===== src/rtl/sprite_compositor_if.sv =====
// Sprite-set update bus between game logic (master) and the compositor (slave).
// A whole rectangle set is offered with pos_valid and taken on pos_ready.
interface sprite_compositor_if #(
    parameter int NUM_SPRITES = 3,
    parameter int X_POS_W     = 10,
    parameter int Y_POS_W     = 10,
    parameter int RGB_W       = 12
);
    logic                           pos_valid;
    logic                           pos_ready;
    logic [NUM_SPRITES*X_POS_W-1:0] sprite_x;
    logic [NUM_SPRITES*Y_POS_W-1:0] sprite_y;
    logic [NUM_SPRITES*X_POS_W-1:0] sprite_w;
    logic [NUM_SPRITES*Y_POS_W-1:0] sprite_h;
    logic [NUM_SPRITES*RGB_W-1:0]   sprite_rgb;
    logic [NUM_SPRITES-1:0]         sprite_en;

    modport master (
        output pos_valid, sprite_x, sprite_y, sprite_w, sprite_h, sprite_rgb, sprite_en,
        input  pos_ready
    );

    modport slave (
        input  pos_valid, sprite_x, sprite_y, sprite_w, sprite_h, sprite_rgb, sprite_en,
        output pos_ready
    );
endinterface


===== src/rtl/sprite_compositor.sv =====
// N-sprite rectangle compositor: frame-atomic shadow update, 2-stage hit/priority pipeline.
// Optional dashed centre separator enabled by defining SPRITE_COMPOSITOR_SEPARATOR_EN.
module sprite_compositor #(
    parameter int NUM_SPRITES = 3,
    parameter int X_POS_W     = 10,
    parameter int Y_POS_W     = 10,
    parameter int RGB_W       = 12,
    parameter int H_RES       = 640,
    parameter int SEP_W       = 4,
    parameter int SEP_PERIOD  = 32,
    parameter int SEP_DOT_H   = 16,
    parameter int SEP_PHASE   = 9
) (
    input  logic               clk_i,
    input  logic               rst_i,
    input  logic [X_POS_W-1:0] pixel_x_i,
    input  logic [Y_POS_W-1:0] pixel_y_i,
    input  logic               visible_i,
    input  logic               hsync_i,
    input  logic               vsync_i,
    sprite_compositor_if.slave pos,
    output logic               vga_hs_o,
    output logic               vga_vs_o,
    output logic [RGB_W-1:0]   vga_rgb_o,
    output logic               new_frame_o,
    output logic [7:0]         stale_frames_o
);

    generate
        if ((SEP_W % 2) != 0 || SEP_PERIOD <= 0 || (SEP_PERIOD & (SEP_PERIOD - 1)) != 0 ||
            SEP_DOT_H > SEP_PERIOD || SEP_PHASE < 0 || H_RES < SEP_W) begin : g_bad_cfg
            $error("sprite_compositor: inconsistent separator parameters");
        end
    endgenerate

    // Frame start detection and the update handshake
    logic       vs_prev_reg;
    logic       new_frame_reg;
    logic [7:0] stale_reg;
    logic       accept;

    assign accept        = pos.pos_valid & new_frame_reg;
    assign pos.pos_ready = new_frame_reg;

    always_ff @(posedge clk_i) begin
        if (rst_i) begin
            vs_prev_reg   <= 1'b0;
            new_frame_reg <= 1'b0;
            stale_reg     <= 8'd0;
        end else begin
            vs_prev_reg   <= vsync_i;
            new_frame_reg <= vs_prev_reg & ~vsync_i;
            if (new_frame_reg && !pos.pos_valid && stale_reg != 8'hFF)
                stale_reg <= stale_reg + 8'd1;
        end
    end

    assign new_frame_o    = new_frame_reg;
    assign stale_frames_o = stale_reg;

    // Per-sprite shadow registers and stage-1 hit test
    logic [NUM_SPRITES-1:0] hit_vec;
    logic [RGB_W-1:0]       rgb_arr [NUM_SPRITES];

    genvar gi;
    generate
        for (gi = 0; gi < NUM_SPRITES; gi++) begin : g_sprite
            logic [X_POS_W-1:0] x_reg, w_reg;
            logic [Y_POS_W-1:0] y_reg, h_reg;
            logic [RGB_W-1:0]   rgb_reg;
            logic               en_reg;
            logic [X_POS_W:0]   x_end;
            logic [Y_POS_W:0]   y_end;
            logic               hit;
            logic               hit1_reg;
            logic [RGB_W-1:0]   rgb1_reg;

            always_ff @(posedge clk_i) begin
                if (rst_i) begin
                    x_reg   <= '0;
                    y_reg   <= '0;
                    w_reg   <= '0;
                    h_reg   <= '0;
                    rgb_reg <= '0;
                    en_reg  <= 1'b0;
                end else if (accept) begin
                    x_reg   <= pos.sprite_x[gi*X_POS_W +: X_POS_W];
                    y_reg   <= pos.sprite_y[gi*Y_POS_W +: Y_POS_W];
                    w_reg   <= pos.sprite_w[gi*X_POS_W +: X_POS_W];
                    h_reg   <= pos.sprite_h[gi*Y_POS_W +: Y_POS_W];
                    rgb_reg <= pos.sprite_rgb[gi*RGB_W +: RGB_W];
                    en_reg  <= pos.sprite_en[gi];
                end
            end

            // One extra bit keeps a rectangle hanging off the edge from wrapping to 0
            assign x_end = {1'b0, x_reg} + {1'b0, w_reg};
            assign y_end = {1'b0, y_reg} + {1'b0, h_reg};
            assign hit   = en_reg & visible_i &
                           (pixel_x_i >= x_reg) & ({1'b0, pixel_x_i} < x_end) &
                           (pixel_y_i >= y_reg) & ({1'b0, pixel_y_i} < y_end);

            // Colour travels with the hit so in-flight pixels keep the old set
            always_ff @(posedge clk_i) begin
                if (rst_i) begin
                    hit1_reg <= 1'b0;
                    rgb1_reg <= '0;
                end else begin
                    hit1_reg <= hit;
                    rgb1_reg <= rgb_reg;
                end
            end

            assign hit_vec[gi] = hit1_reg;
            assign rgb_arr[gi] = rgb1_reg;
        end
    endgenerate

    // Stage-1 raster side band
    logic vis1_reg, hs1_reg, vs1_reg;

    always_ff @(posedge clk_i) begin
        if (rst_i) begin
            vis1_reg <= 1'b0;
            hs1_reg  <= 1'b1;
            vs1_reg  <= 1'b1;
        end else begin
            vis1_reg <= visible_i;
            hs1_reg  <= hsync_i;
            vs1_reg  <= vsync_i;
        end
    end

`ifdef SPRITE_COMPOSITOR_SEPARATOR_EN
    localparam int SEP_LO = H_RES / 2 - SEP_W / 2;
    localparam int SEP_HI = H_RES / 2 + SEP_W / 2;

    logic [X_POS_W-1:0] px1_reg;
    logic [Y_POS_W-1:0] py1_reg;
    logic [Y_POS_W:0]   sep_row;
    logic               sep_on;

    always_ff @(posedge clk_i) begin
        if (rst_i) begin
            px1_reg <= '0;
            py1_reg <= '0;
        end else begin
            px1_reg <= pixel_x_i;
            py1_reg <= pixel_y_i;
        end
    end

    assign sep_row = ({1'b0, py1_reg} + (Y_POS_W + 1)'(SEP_PHASE)) & (Y_POS_W + 1)'(SEP_PERIOD - 1);
    assign sep_on  = vis1_reg &
                     ({1'b0, px1_reg} > (X_POS_W + 1)'(SEP_LO)) &
                     ({1'b0, px1_reg} < (X_POS_W + 1)'(SEP_HI)) &
                     (sep_row < (Y_POS_W + 1)'(SEP_DOT_H));
`endif

    // Stage 2: lowest index wins, so scan from the top down
    logic [RGB_W-1:0] rgb_next;

    always_comb begin
        rgb_next = '0;
        for (int k = NUM_SPRITES - 1; k >= 0; k--) begin
            if (hit_vec[k])
                rgb_next = rgb_arr[k];
        end
        if (!vis1_reg)
            rgb_next = '0;
`ifdef SPRITE_COMPOSITOR_SEPARATOR_EN
        if (sep_on)
            rgb_next = '1;
`endif
    end

    always_ff @(posedge clk_i) begin
        if (rst_i) begin
            vga_rgb_o <= '0;
            vga_hs_o  <= 1'b1;
            vga_vs_o  <= 1'b1;
        end else begin
            vga_rgb_o <= rgb_next;
            vga_hs_o  <= hs1_reg;
            vga_vs_o  <= vs1_reg;
        end
    end

endmodule


===== src/flat_wrapper.sv =====
// flat-port wrapper written by rule: the top's interface ports become plain ports
module sprite_compositor_flat 
#(
    parameter int NUM_SPRITES = 3,
    parameter int X_POS_W     = 10,
    parameter int Y_POS_W     = 10,
    parameter int RGB_W       = 12,
    parameter int H_RES       = 640,
    parameter int SEP_W       = 4,
    parameter int SEP_PERIOD  = 32,
    parameter int SEP_DOT_H   = 16,
    parameter int SEP_PHASE   = 9
)
  (clk_i, rst_i, pixel_x_i, pixel_y_i, visible_i, hsync_i, vsync_i, vga_hs_o, vga_vs_o, vga_rgb_o, new_frame_o, stale_frames_o, pos_pos_valid, pos_sprite_x, pos_sprite_y, pos_sprite_w, pos_sprite_h, pos_sprite_rgb, pos_sprite_en, pos_pos_ready);
  sprite_compositor_if #(.NUM_SPRITES(NUM_SPRITES), .X_POS_W(X_POS_W), .Y_POS_W(Y_POS_W), .RGB_W(RGB_W)) pos_i ();
  input  logic clk_i;
  input  logic rst_i;
  input  logic [X_POS_W-1:0] pixel_x_i;
  input  logic [Y_POS_W-1:0] pixel_y_i;
  input  logic visible_i;
  input  logic hsync_i;
  input  logic vsync_i;
  output logic vga_hs_o;
  output logic vga_vs_o;
  output logic [RGB_W-1:0] vga_rgb_o;
  output logic new_frame_o;
  output logic [7:0] stale_frames_o;
  input wire logic [$bits(pos_i.pos_valid)-1:0] pos_pos_valid;
  input wire logic [$bits(pos_i.sprite_x)-1:0] pos_sprite_x;
  input wire logic [$bits(pos_i.sprite_y)-1:0] pos_sprite_y;
  input wire logic [$bits(pos_i.sprite_w)-1:0] pos_sprite_w;
  input wire logic [$bits(pos_i.sprite_h)-1:0] pos_sprite_h;
  input wire logic [$bits(pos_i.sprite_rgb)-1:0] pos_sprite_rgb;
  input wire logic [$bits(pos_i.sprite_en)-1:0] pos_sprite_en;
  output wire logic [$bits(pos_i.pos_ready)-1:0] pos_pos_ready;
  assign pos_i.pos_valid = pos_pos_valid;
  assign pos_i.sprite_x = pos_sprite_x;
  assign pos_i.sprite_y = pos_sprite_y;
  assign pos_i.sprite_w = pos_sprite_w;
  assign pos_i.sprite_h = pos_sprite_h;
  assign pos_i.sprite_rgb = pos_sprite_rgb;
  assign pos_i.sprite_en = pos_sprite_en;
  assign pos_pos_ready = pos_i.pos_ready;
  sprite_compositor #(.NUM_SPRITES(NUM_SPRITES), .X_POS_W(X_POS_W), .Y_POS_W(Y_POS_W), .RGB_W(RGB_W), .H_RES(H_RES), .SEP_W(SEP_W), .SEP_PERIOD(SEP_PERIOD), .SEP_DOT_H(SEP_DOT_H), .SEP_PHASE(SEP_PHASE)) u_core (.clk_i(clk_i), .rst_i(rst_i), .pixel_x_i(pixel_x_i), .pixel_y_i(pixel_y_i), .visible_i(visible_i), .hsync_i(hsync_i), .vsync_i(vsync_i), .pos(pos_i), .vga_hs_o(vga_hs_o), .vga_vs_o(vga_vs_o), .vga_rgb_o(vga_rgb_o), .new_frame_o(new_frame_o), .stale_frames_o(stale_frames_o));
endmodule

===== config.mk =====
export PLATFORM = sky130hd
export DESIGN_NAME = sprite_compositor_flat
export DESIGN_NICKNAME = d
export VERILOG_FILES = /design/src/rtl/sprite_compositor_if.sv /design/src/rtl/sprite_compositor.sv /design/src/flat_wrapper.sv
export SDC_FILE = /design/constraint.sdc
export NUM_CORES = 1
export LEC_CHECK = 0
export BUFFER_PORTS_ARGS = -buffer_cell sky130_fd_sc_hd__buf_2
export CAP_MARGIN = 20
export CORE_ASPECT_RATIO = 1.75
export CORE_MARGIN = 8
export CORE_UTILIZATION = 50
export DETAILED_ROUTE_END_ITERATION = 12
export PLACE_DENSITY = 0.84
export RECOVER_POWER = 100
export SETUP_SLACK_MARGIN = 0.3
export SYNTH_ARGS = -nofsm -noshare
export SYNTH_HDL_FRONTEND = slang
export SYNTH_SLANG_ARGS = --single-unit

===== constraint.sdc =====
create_clock -name clk_i -period 7.35 [get_ports clk_i]
set_input_delay 1.47 -clock clk_i [delete_from_list [all_inputs] [get_ports clk_i]]
set_output_delay 1.47 -clock clk_i [all_outputs]
set_load 0.01 [all_outputs]

==> results of run 1 <==
metrics by stage:
stage / util, % / area [um2] / hold WS, ns
2_1_floorplan: - / 12300 / 0.389
3_3_place_gp: 55.4 / 13500 / 0.393
3_5_place_dp: 55.4 / 13500 / 0.399
4_1_cts: 58.8 / 14400 / 0.415
5_1_grt: 58.7 / 14300 / 0.426
6_report: 58.7 / 14300 / 0.412
layer usage:
| metal | global-route usage, % | vias up | wire length (um) |
|---|---|---|---|
| met5 | 0 | - | 0 |
| met4 | 11.3 | 0 | 1510 |
| met3 | 3.52 | 98 | 1940 |
| met2 | 40.0 | 314 | 17200 |
| met1 | 23.4 | 5082 | 12600 |
| li1 | - | 5513 | - |
cells in the mapped netlist (6+ instances only):
master | number | area, um2
a21oi_1 | 232 | 1160
nand2_1 | 350 | 1310
clkbuf_1 | 48 | 180
nand4_1 | 6 | 37.5
o21a_1 | 16 | 120
o21ai_1 | 14 | 70.1
ha_1 | 175 | 2190
xor2_1 | 29 | 254
o21ai_0 | 41 | 205
nand2b_1 | 16 | 100
nor3_1 | 19 | 95.1
o21bai_1 | 9 | 67.6
xnor2_1 | 19 | 166
a22oi_1 | 11 | 82.6
fa_1 | 6 | 120
nor2_1 | 73 | 274
a2111oi_0 | 6 | 52.6
dfxtp_1 | 225 | 4500
a21o_1 | 10 | 75.1
nand3_1 | 10 | 50.1
nor2b_1 | 45 | 282
o211ai_1 | 10 | 75.1
buf_2 | 12 | 60.1
a211o_1 | 8 | 70.1
inv_1 | 72 | 270
placed cells by master, fill, tap and decap left out, drive strengths merged, types with 9 or more instances in the layout:
cell type and n:
o211ai 10, nand2b 16, ha 175, o21a 16
o21ai 55, nand2 350, a21o 10, nor3 19
nor2b 45, a21oi 232, clkbuf 55, o21bai 9
xor2 29, xnor2 19, a22oi 11, buf 186
dfxtp 225, nor2 74, inv 74, nand3 10
how the worst min path moves through the flow:
stage / cells past startpoint / endpoint / slack, ns
5_1_grt: 1 / u_core.vga_vs_o$_SDFF_PP1_ / 0.43
6_report: 1 / u_core.vga_vs_o$_SDFF_PP1_ / 0.41
3_3_place_gp: 1 / u_core.vga_vs_o$_SDFF_PP1_ / 0.39
4_1_cts: 2 / u_core.new_frame_o$_SDFF_PP0_ / 0.42
3_5_place_dp: 1 / u_core.vga_vs_o$_SDFF_PP1_ / 0.40
2_1_floorplan: 1 / u_core.vga_hs_o$_SDFF_PP1_ / 0.39
power groups by stage:
stage / clock network (mW) / registers [mW] / logic [mW]
floorplan: 0 / 1.27 / 0.127
global placement: 0 / 1.27 / 0.219
detailed placement: 0 / 1.27 / 0.228
CTS: 1.29 / 1.24 / 0.231
global route: 1.34 / 1.24 / 0.261
finish: 1.27 / 1.24 / 0.228
cell type report:
class,count,area share [%]
diodes,1,0.0175
clock buffers,30,4.47
clock inverters,10,1.32
inverters,72,1.88
multi-input cells,1157,50.9
flip-flops and latches,225,31.4
well taps,312,2.72
repair buffers,211,7.24
cells by family after synthesis:
group | after synthesis | synth area share (%)
muxes | 1 | 0.0812
AOI/OAI and AO/OA | 386 | 18.1
buffers and inverters | 136 | 4.29
DFF | 225 | 36.5
and+or+nand+nor | 541 | 18.8
xor gates and xnor gates | 48 | 3.41
adders and majority gates | 181 | 18.7
==> results.json, run 1 <==
{
  "crit_path_end": "u_core.g_sprite[1].hit1_reg$_SDFF_PP0_",
  "cp.depth": 13,
  "start_util_pct": 50.4,
  "antenna_found_initial": 1,
  "row_count": 76,
  "critPathMaxFanout": 3,
  "p_switching_uw": 643,
  "p_leak_nw": 5.82,
  "hold_path.class": "reg2reg",
  "synth_cell_types": 55,
  "gp_congestion": 0.931,
  "async_flop_share_pct": 0,
  "synth_fp_nets": 1884,
  "dp_hpwl_um": 25100,
  "crit_family": "compound AO/OA/AOI/OAI gates",
  "reg2reg_to": "u_core.g_sprite[1].hit1_reg$_SDFF_PP0_",
  "cts_root_buf": "clkbuf_16",
  "finalNonFillerCells": 2018,
  "synth_edf_count": 0,
  "cp-start-kind": "flip-flop",
  "clkTransAtPathRegs_ns": 0.07,
  "critPathKind": "reg2reg",
  "multi_input_area_um2": 7300,
  "crit_slowest_cell": "a2111oi_0",
  "grt_max_degree": 114,
  "clk_latency_ns": 0.53,
  "setup_violations": 0,
  "cp-startpoint": "u_core.g_sprite[1].y_reg[0]$_SDFFE_PP0P_",
  "yosysSeqAreaShare_pct": 36.5,
  "swShare_pct": 23.5,
  "ir_drop_mv": 0.177,
  "ys.flop_type": "dfxtp_1",
  "drc": 0,
  "hold_viol_final": 0,
  "die_y_um": 224,
  "worstMarginPinSlew_ns": 0.991,
  "endpoint_kind": "flip-flop",
  "setup_ws_ns": 3.97,
  "cts_buffers": 22,
  "regArea_um2": 4500,
  "drive_gt1_share_pct": 14.0,
  "period_share_pct": 46.0,
  "rsz0062_at_grt": "no",
  "drtAntennaViolNets": 0,
  "grt_pass1_wl_um": 54300,
  "crit_arrival_ns": 3.75,
  "reg2reg_slack_ns": 3.97,
  "grt-ovfl-total": 0,
  "fmax_ghz": 0.296,
  "clock_power_share_pct": 46.3,
  "grt_usage_pct": 21.8,
  "wirelength_um": 33200,
  "period_minus_slack_ns": 3.38,
  "fillCellCount": 2162,
  "design.core.area_um2": 24400,
  "area_growth_pct": 16.3,
  "p_int_mw": 2.10,
  "rr_startpoint": "u_core.g_sprite[1].y_reg[0]$_SDFFE_PP0P_",
  "slew_headroom_pct": 34.0,
  "io_buffers": 208,
  "crit_chain": "ha_1 > fa_1 > nand2_1 > a21oi_1 > o311ai_2 > nand2b_1 > a21oi_1 > xor2_1 > ha_1 > o21a_1 > nor2_1 > a2111oi_0 > a311oi_1",
  "drtPass1Iterations": 5,
  "pwr-share-comb_pct": 8.3,
  "synthCells": 1518,
  "fp.dieArea_um2": 30100,
  "nNetsFinal": 2055,
  "place_inst": 1977,
  "slew_violations": 0,
  "ys_ff_latch": 225,
  "yosysWarningCount": 0,
  "drt-vias-per-instance": 5.45,
  "cts_resized": 0,
  "r2r_cells": 13,
  "cts.sinks": 225,
  "htreeDepth": 1,
  "critPathBufInv": 0,
  "required_ns": 7.72,
  "cts_setup_buffers": 0,
  "cts_tree": "done",
  "synth_area_per_cell_um2": 8.12,
  "cpPeakStageDelay_ns": 0.64,
  "p_seq_share_pct": 45.4,
  "cts_buffer_depth": 3,
  "status": "completed",
  "drtIter0Drc": 505,
  "fin_tns_setup_ns": 0,
  "pre_cts_ws_ns": 3.78,
  "power.density_nw_per_um2": 191,
  "synth_area_um2": 12300,
  "power.total_mw": 2.74,
  "grt_pass1_vias": 11300,
  "wl_per_cell_um": 16.5,
  "hold_buffers": 0,
  "die-width_um": 135,
  "fin_skew_ns": 0.0174,
  "min_from": "u_core.vs1_reg$_SDFF_PP1_",
  "max-cap-violations": 0,
  "vias": 11000,
  "ios": 209
}
No activity file was read; power rests on OpenSTA's default activity.
==> inputs of run 2 (changes only) <==
==> constraint.sdc (replaced) <==
create_clock -name clk_i -period 3.4 [get_ports clk_i]
set_input_delay 0.68 -clock clk_i [delete_from_list [all_inputs] [get_ports clk_i]]
set_output_delay 0.68 -clock clk_i [all_outputs]
set_load 0.01 [all_outputs]
==> results.json, run 2 (synthesis results as in run 1) <==
{
  "status": "finished, violations left",
  "violations": "capacitance limit, slew limit",
  "hold_path.class": "in2reg",
  "fmax_ghz": 0.325,
  "period_minus_slack_ns": 3.08,
  "crit_arrival_ns": 3.45,
  "critPathKind": "reg2reg",
  "finalNonFillerCells": 2019,
  "period_share_pct": 90.6,
  "grt_max_degree": 80,
  "ios": 209,
  "finish.utilization_pct": 58.5,
  "setup_violations": 0,
  "slew_violations": 80,
  "cts_buffer_depth": 3,
  "grt_pass1_wl_um": 53100,
  "wirelength_um": 33200,
  "start_util_pct": 50.4,
  "cts_buffers": 21,
  "place_area_um2": 13600,
  "critPathMaxFanout": 3,
  "rr_startpoint": "u_core.g_sprite[1].y_reg[0]$_SDFFE_PP0P_",
  "htreeDepth": 1,
  "wl_per_cell_um": 16.5,
  "final_area_um2": 14300,
  "antenna_cells": 0,
  "row_count": 76,
  "slew_headroom_pct": -5.38,
  "nNetsFinal": 2059,
  "clk_latency_ns": 0.51,
  "cts.sinks": 225,
  "required_ns": 3.77,
  "grt-ovfl-total": 0,
  "hold_buffers": 0,
  "grt_usage_pct": 21.5,
  "drc": 0,
  "gp_congestion": 0.953,
  "fillCellCount": 2187,
  "p_seq_share_pct": 47.6,
  "clkTransAtPathRegs_ns": 0.07,
  "place_inst": 1980,
  "reg2reg_to": "u_core.g_sprite[1].hit1_reg$_SDFF_PP0_",
  "rsz0062_at_grt": "yes",
  "reg2reg_slack_ns": 0.32,
  "clock_power_share_pct": 43.6,
  "p_leak_nw": 5.79,
  "die-width_um": 135,
  "drtPass1Iterations": 7,
  "design.core.area_um2": 24400,
  "cpPeakStageDelay_ns": 0.54,
  "worstMarginPinSlew_ns": 1.58,
  "final_common_cell": "nand2_1",
  "drt-vias-per-instance": 5.46,
  "cp-startpoint": "u_core.g_sprite[1].y_reg[0]$_SDFFE_PP0P_",
  "area_growth_pct": 16.0,
  "p_int_mw": 4.29,
  "endpoint_kind": "flip-flop",
  "cp.depth": 14,
  "holdWs_ns": 0.355,
  "dp_hpwl_um": 25500,
  "swShare_pct": 24.1,
  "pre_cts_ws_ns": 0.308,
  "max-cap-violations": 1,
  "drive_gt1_share_pct": 14.6,
  "fin_skew_ns": 0.0111,
  "cts_tree": "done",
  "fp.dieArea_um2": 30100,
  "p_switching_mw": 1.36,
  "drtIter0Drc": 518,
  "pwr-share-comb_pct": 8.8,
  "antenna_found_initial": 2,
  "fin_tns_setup_ns": 0,
  "crit_path_end": "u_core.g_sprite[1].hit1_reg$_SDFF_PP0_",
  "die_y_um": 224,
  "vias": 11000,
  "power.total_mw": 5.65,
  "ir_drop_mv": 0.389,
  "setup_ws_ns": 0.320,
  "cp-start-kind": "flip-flop",
  "r2r_cells": 14,
  "final_cell_mix": "nand2_1, a21oi_1, dfxtp_1, buf_2, ha_1",
  "crit_chain": "ha_1 > fa_2 > nand2_1 > a21oi_1 > o311ai_2 > buf_4 > nand2b_1 > a21oi_1 > xor2_1 > ha_1 > o21a_1 > nor2_1 > a2111oi_0 > a311oi_1",
  "crit_family": "compound AO/OA/AOI/OAI gates",
  "crit_slowest_cell": "a2111oi_0",
  "grt_pass1_vias": 11200,
  "cts_root_buf": "clkbuf_16",
  "io_buffers": 208,
  "power.density_nw_per_um2": 395,
  "critPathBufInv": 1,
  "drtAntennaViolNets": 0,
  "hold_viol_final": 0
}
==> run 2: cell types whose count changed in the layout (fill, tap and decap cells not counted), moves of 2 or more <==
cell	change
a2111oi_2	+2
buf_12	+2
fa_2	+2
inv_6	+2
clkbuf_2	+3
clkinvlp_4	+4
a2111oi_0	-2
clkbuf_8	-5
clkbuf_1	-2
fa_1	-2
==> run 2: final cells by class <==
| type | count | area, um2 | share of cell area (%) |
|---|---|---|---|
| clock buffers | 23 | 543 | 3.80 |
| multi-input cells | 1157 | 7330 | 51.2 |
| well taps | 312 | 390 | 2.73 |
| clock inverters | 14 | 170 | 1.19 |
| flip-flops and latches | 225 | 4500 | 31.5 |
| inverters | 72 | 270 | 1.89 |
| repair buffers | 216 | 1090 | 7.65 |
==> run 2: metal layers <==
metal  track usage, %  vias up  share of wire (%)  wire [um]
li1                 -     5517                  -          -
met4             10.7        2                4.7       1560
met3             3.61      111                5.5       1820
met5                0        -              0.024          8
met2             40.3      322                 53      17600
met1             22.2     5077                 37      12300
==> run 2: worst min path at each step <==
stage	startpoint	to	slack (ns)	cells after the start
3_5_place_dp	u_core.vs1_reg$_SDFF_PP1_	u_core.vga_vs_o$_SDFF_PP1_	0.40	1
6_report	hsync_i	u_core.hs1_reg$_SDFF_PP1_	0.36	2
3_3_place_gp	u_core.vs1_reg$_SDFF_PP1_	u_core.vga_vs_o$_SDFF_PP1_	0.39	1
2_1_floorplan	u_core.hs1_reg$_SDFF_PP1_	u_core.vga_hs_o$_SDFF_PP1_	0.39	1
4_1_cts	hsync_i	u_core.hs1_reg$_SDFF_PP1_	0.33	2
5_1_grt	hsync_i	u_core.hs1_reg$_SDFF_PP1_	0.35	2
==> run 2: repair_timing <==
item | 4_1_cts | 5_1_grt
endpoints found under the setup margin | 1 | 3
pin swaps | 0 | 3
gates resized for setup | 1 | 10
setup buffers | 0 | 2
==> run 2: power groups by stage <==
stage | sequential [mW] | combinational (mW) | clock [mW]
final | 2.69 | 0.495 | 2.46
after global routing | 2.69 | 0.562 | 2.63
after detailed placement | 2.75 | 0.488 | 0
after CTS | 2.69 | 0.492 | 2.52
after floorplan | 2.74 | 0.274 | 0
after global placement | 2.75 | 0.468 | 0
==> run 2: worst register-to-register path, stage by stage (launching register included) <==
cell and delay [ns]:
dfxtp_1 0.33, ha_1 0.21, fa_2 0.36, nand2_1 0.10, a21oi_1 0.09, o311ai_2 0.30, buf_4 0.17, nand2b_1 0.05
a21oi_1 0.16, xor2_1 0.18, ha_1 0.19, o21a_1 0.13, nor2_1 0.03, a2111oi_0 0.54, a311oi_1 0.10
==> inputs of run 3 (changes only) <==
--- a/config.mk
+++ b/config.mk
@@ -12,7 +12,6 @@
 export CORE_UTILIZATION = 50
 export DETAILED_ROUTE_END_ITERATION = 12
 export PLACE_DENSITY = 0.84
-export RECOVER_POWER = 100
 export SETUP_SLACK_MARGIN = 0.3
 export SYNTH_ARGS = -nofsm -noshare
 export SYNTH_HDL_FRONTEND = slang
==> results.json, run 3 (synthesis results as in run 1) <==
{
  "gp_congestion": 0.953,
  "crit_arrival_ns": 3.53,
  "slew_headroom_pct": 35.0,
  "period_minus_slack_ns": 3.08,
  "fin_tns_setup_ns": 0,
  "final_common_cell": "nand2_1",
  "max-cap-violations": 0,
  "row_count": 76,
  "grt_usage_pct": 21.5,
  "wl_per_cell_um": 16.5,
  "fin_skew_ns": 0.0114,
  "design.core.area_um2": 24400,
  "place_inst": 1980,
  "io_buffers": 208,
  "cp-startpoint": "u_core.g_sprite[2].x_reg[0]$_SDFFE_PP0P_",
  "htreeDepth": 1,
  "critPathMaxFanout": 3,
  "drtAntennaViolNets": 0,
  "die_y_um": 224,
  "cts_tree": "done",
  "ir_drop_mv": 0.388,
  "fp.dieArea_um2": 30100,
  "die-width_um": 135,
  "drive_gt1_share_pct": 16.2,
  "cts_root_buf": "clkbuf_16",
  "final_cell_mix": "nand2_1, a21oi_1, dfxtp_1, buf_2, ha_1",
  "hold_buffers": 0,
  "setup_violations": 0,
  "reg2reg_slack_ns": 0.32,
  "drc": 0,
  "cts_buffers": 21,
  "r2r_cells": 11,
  "regArea_um2": 4500,
  "drt-vias-per-instance": 5.47,
  "grt_pass1_wl_um": 53100,
  "clk_latency_ns": 0.51,
  "clkTransAtPathRegs_ns": 0.07,
  "p_leak_nw": 5.90,
  "drtPass1Iterations": 6,
  "cts.sinks": 225,
  "crit_path_end": "u_core.g_sprite[2].hit1_reg$_SDFF_PP0_",
  "grt-ovfl-total": 0,
  "vias": 11000,
  "area_growth_pct": 16.5,
  "status": "completed",
  "fillCellCount": 2168,
  "slew_violations": 0,
  "ios": 209,
  "hold_path.class": "in2reg",
  "wirelength_um": 33200,
  "cts_buffer_depth": 3,
  "cp-start-kind": "flip-flop",
  "hold_viol_final": 0,
  "period_share_pct": 90.5,
  "rr_startpoint": "u_core.g_sprite[2].x_reg[0]$_SDFFE_PP0P_",
  "start_util_pct": 50.4,
  "multi_input_area_um2": 7350,
  "fmax_ghz": 0.325,
  "finalNonFillerCells": 2019,
  "power.density_nw_per_um2": 393,
  "drtIter0Drc": 495,
  "required_ns": 3.86,
  "antenna_cells": 0,
  "grt_max_degree": 80,
  "worstMarginPinSlew_ns": 0.973,
  "rsz0062_at_grt": "yes",
  "reg2reg_to": "u_core.g_sprite[2].hit1_reg$_SDFF_PP0_",
  "antenna_found_initial": 2,
  "nNetsFinal": 2059,
  "dp_hpwl_um": 25500,
  "endpoint_kind": "flip-flop",
  "power.total_mw": 5.65,
  "critPathKind": "reg2reg",
  "grt_pass1_vias": 11200
}
[run 3: where the power goes]
| part | internal [mW] | total [mW] | switching [mW] |
|---|---|---|---|
| combinational | 0.222 | 0.498 | 0.276 |
| clock | 1.40 | 2.46 | 1.06 |
| sequential | 2.67 | 2.69 | 0.0216 |
[run 3: worst min-delay path by stage]
stage                              startpoint                          to  slack [ns]  cells after the start
floorplan           u_core.hs1_reg$_SDFF_PP1_  u_core.vga_hs_o$_SDFF_PP1_        0.39                      1
finish                                hsync_i   u_core.hs1_reg$_SDFF_PP1_        0.35                      2
global route                          hsync_i   u_core.hs1_reg$_SDFF_PP1_        0.35                      2
global placement    u_core.vs1_reg$_SDFF_PP1_  u_core.vga_vs_o$_SDFF_PP1_        0.39                      1
CTS                                   hsync_i   u_core.hs1_reg$_SDFF_PP1_        0.33                      2
detailed placement  u_core.vs1_reg$_SDFF_PP1_  u_core.vga_vs_o$_SDFF_PP1_        0.40                      1
[run 3: per-stage QoR]
stage          setup slack [ns]  hold WS [ns]  utilization (%)  area [um2]
2_1_floorplan             0.625         0.389                -       12300
3_3_place_gp              0.373         0.393             55.6       13600
3_5_place_dp              0.308         0.400             55.6       13600
4_1_cts                   0.384         0.332             58.5       14300
5_1_grt                   0.214         0.350             58.8       14400
6_report                  0.324         0.354             58.8       14400
[run 3: area by class of cell]
type                    count  area share, %
clock buffers              23           3.78
multi-input cells        1157           51.2
flip-flops and latches    225           31.4
clock inverters            14           1.19
well taps                 312           2.72
repair buffers            216           7.89
inverters                  72           1.88
[run 3: timing repair]
action | CTS | global route
resized for setup | 1 | 10
setup endpoints to repair | 1 | 3
pin swaps | 0 | 3
buffers inserted | 0 | 2
[run 3: per-layer routing]
layer,global-route usage (%),wire (um),up-vias
met5,0,8,-
met4,10.7,1480,2
met3,3.61,1840,108
met2,40.3,17600,324
met1,22.2,12300,5100
li1,-,-,5515
[run 3: critical path, stage by stage, from the launching register on]
cell	delay [ns]
dfxtp_1	0.34
ha_1	0.22
fa_2	0.37
a21oi_2	0.16
o211ai_1	0.15
o41ai_2	0.37
xor2_1	0.21
ha_1	0.29
a2111oi_2	0.37
nand2_1	0.11
o221ai_1	0.22
o311a_1	0.20
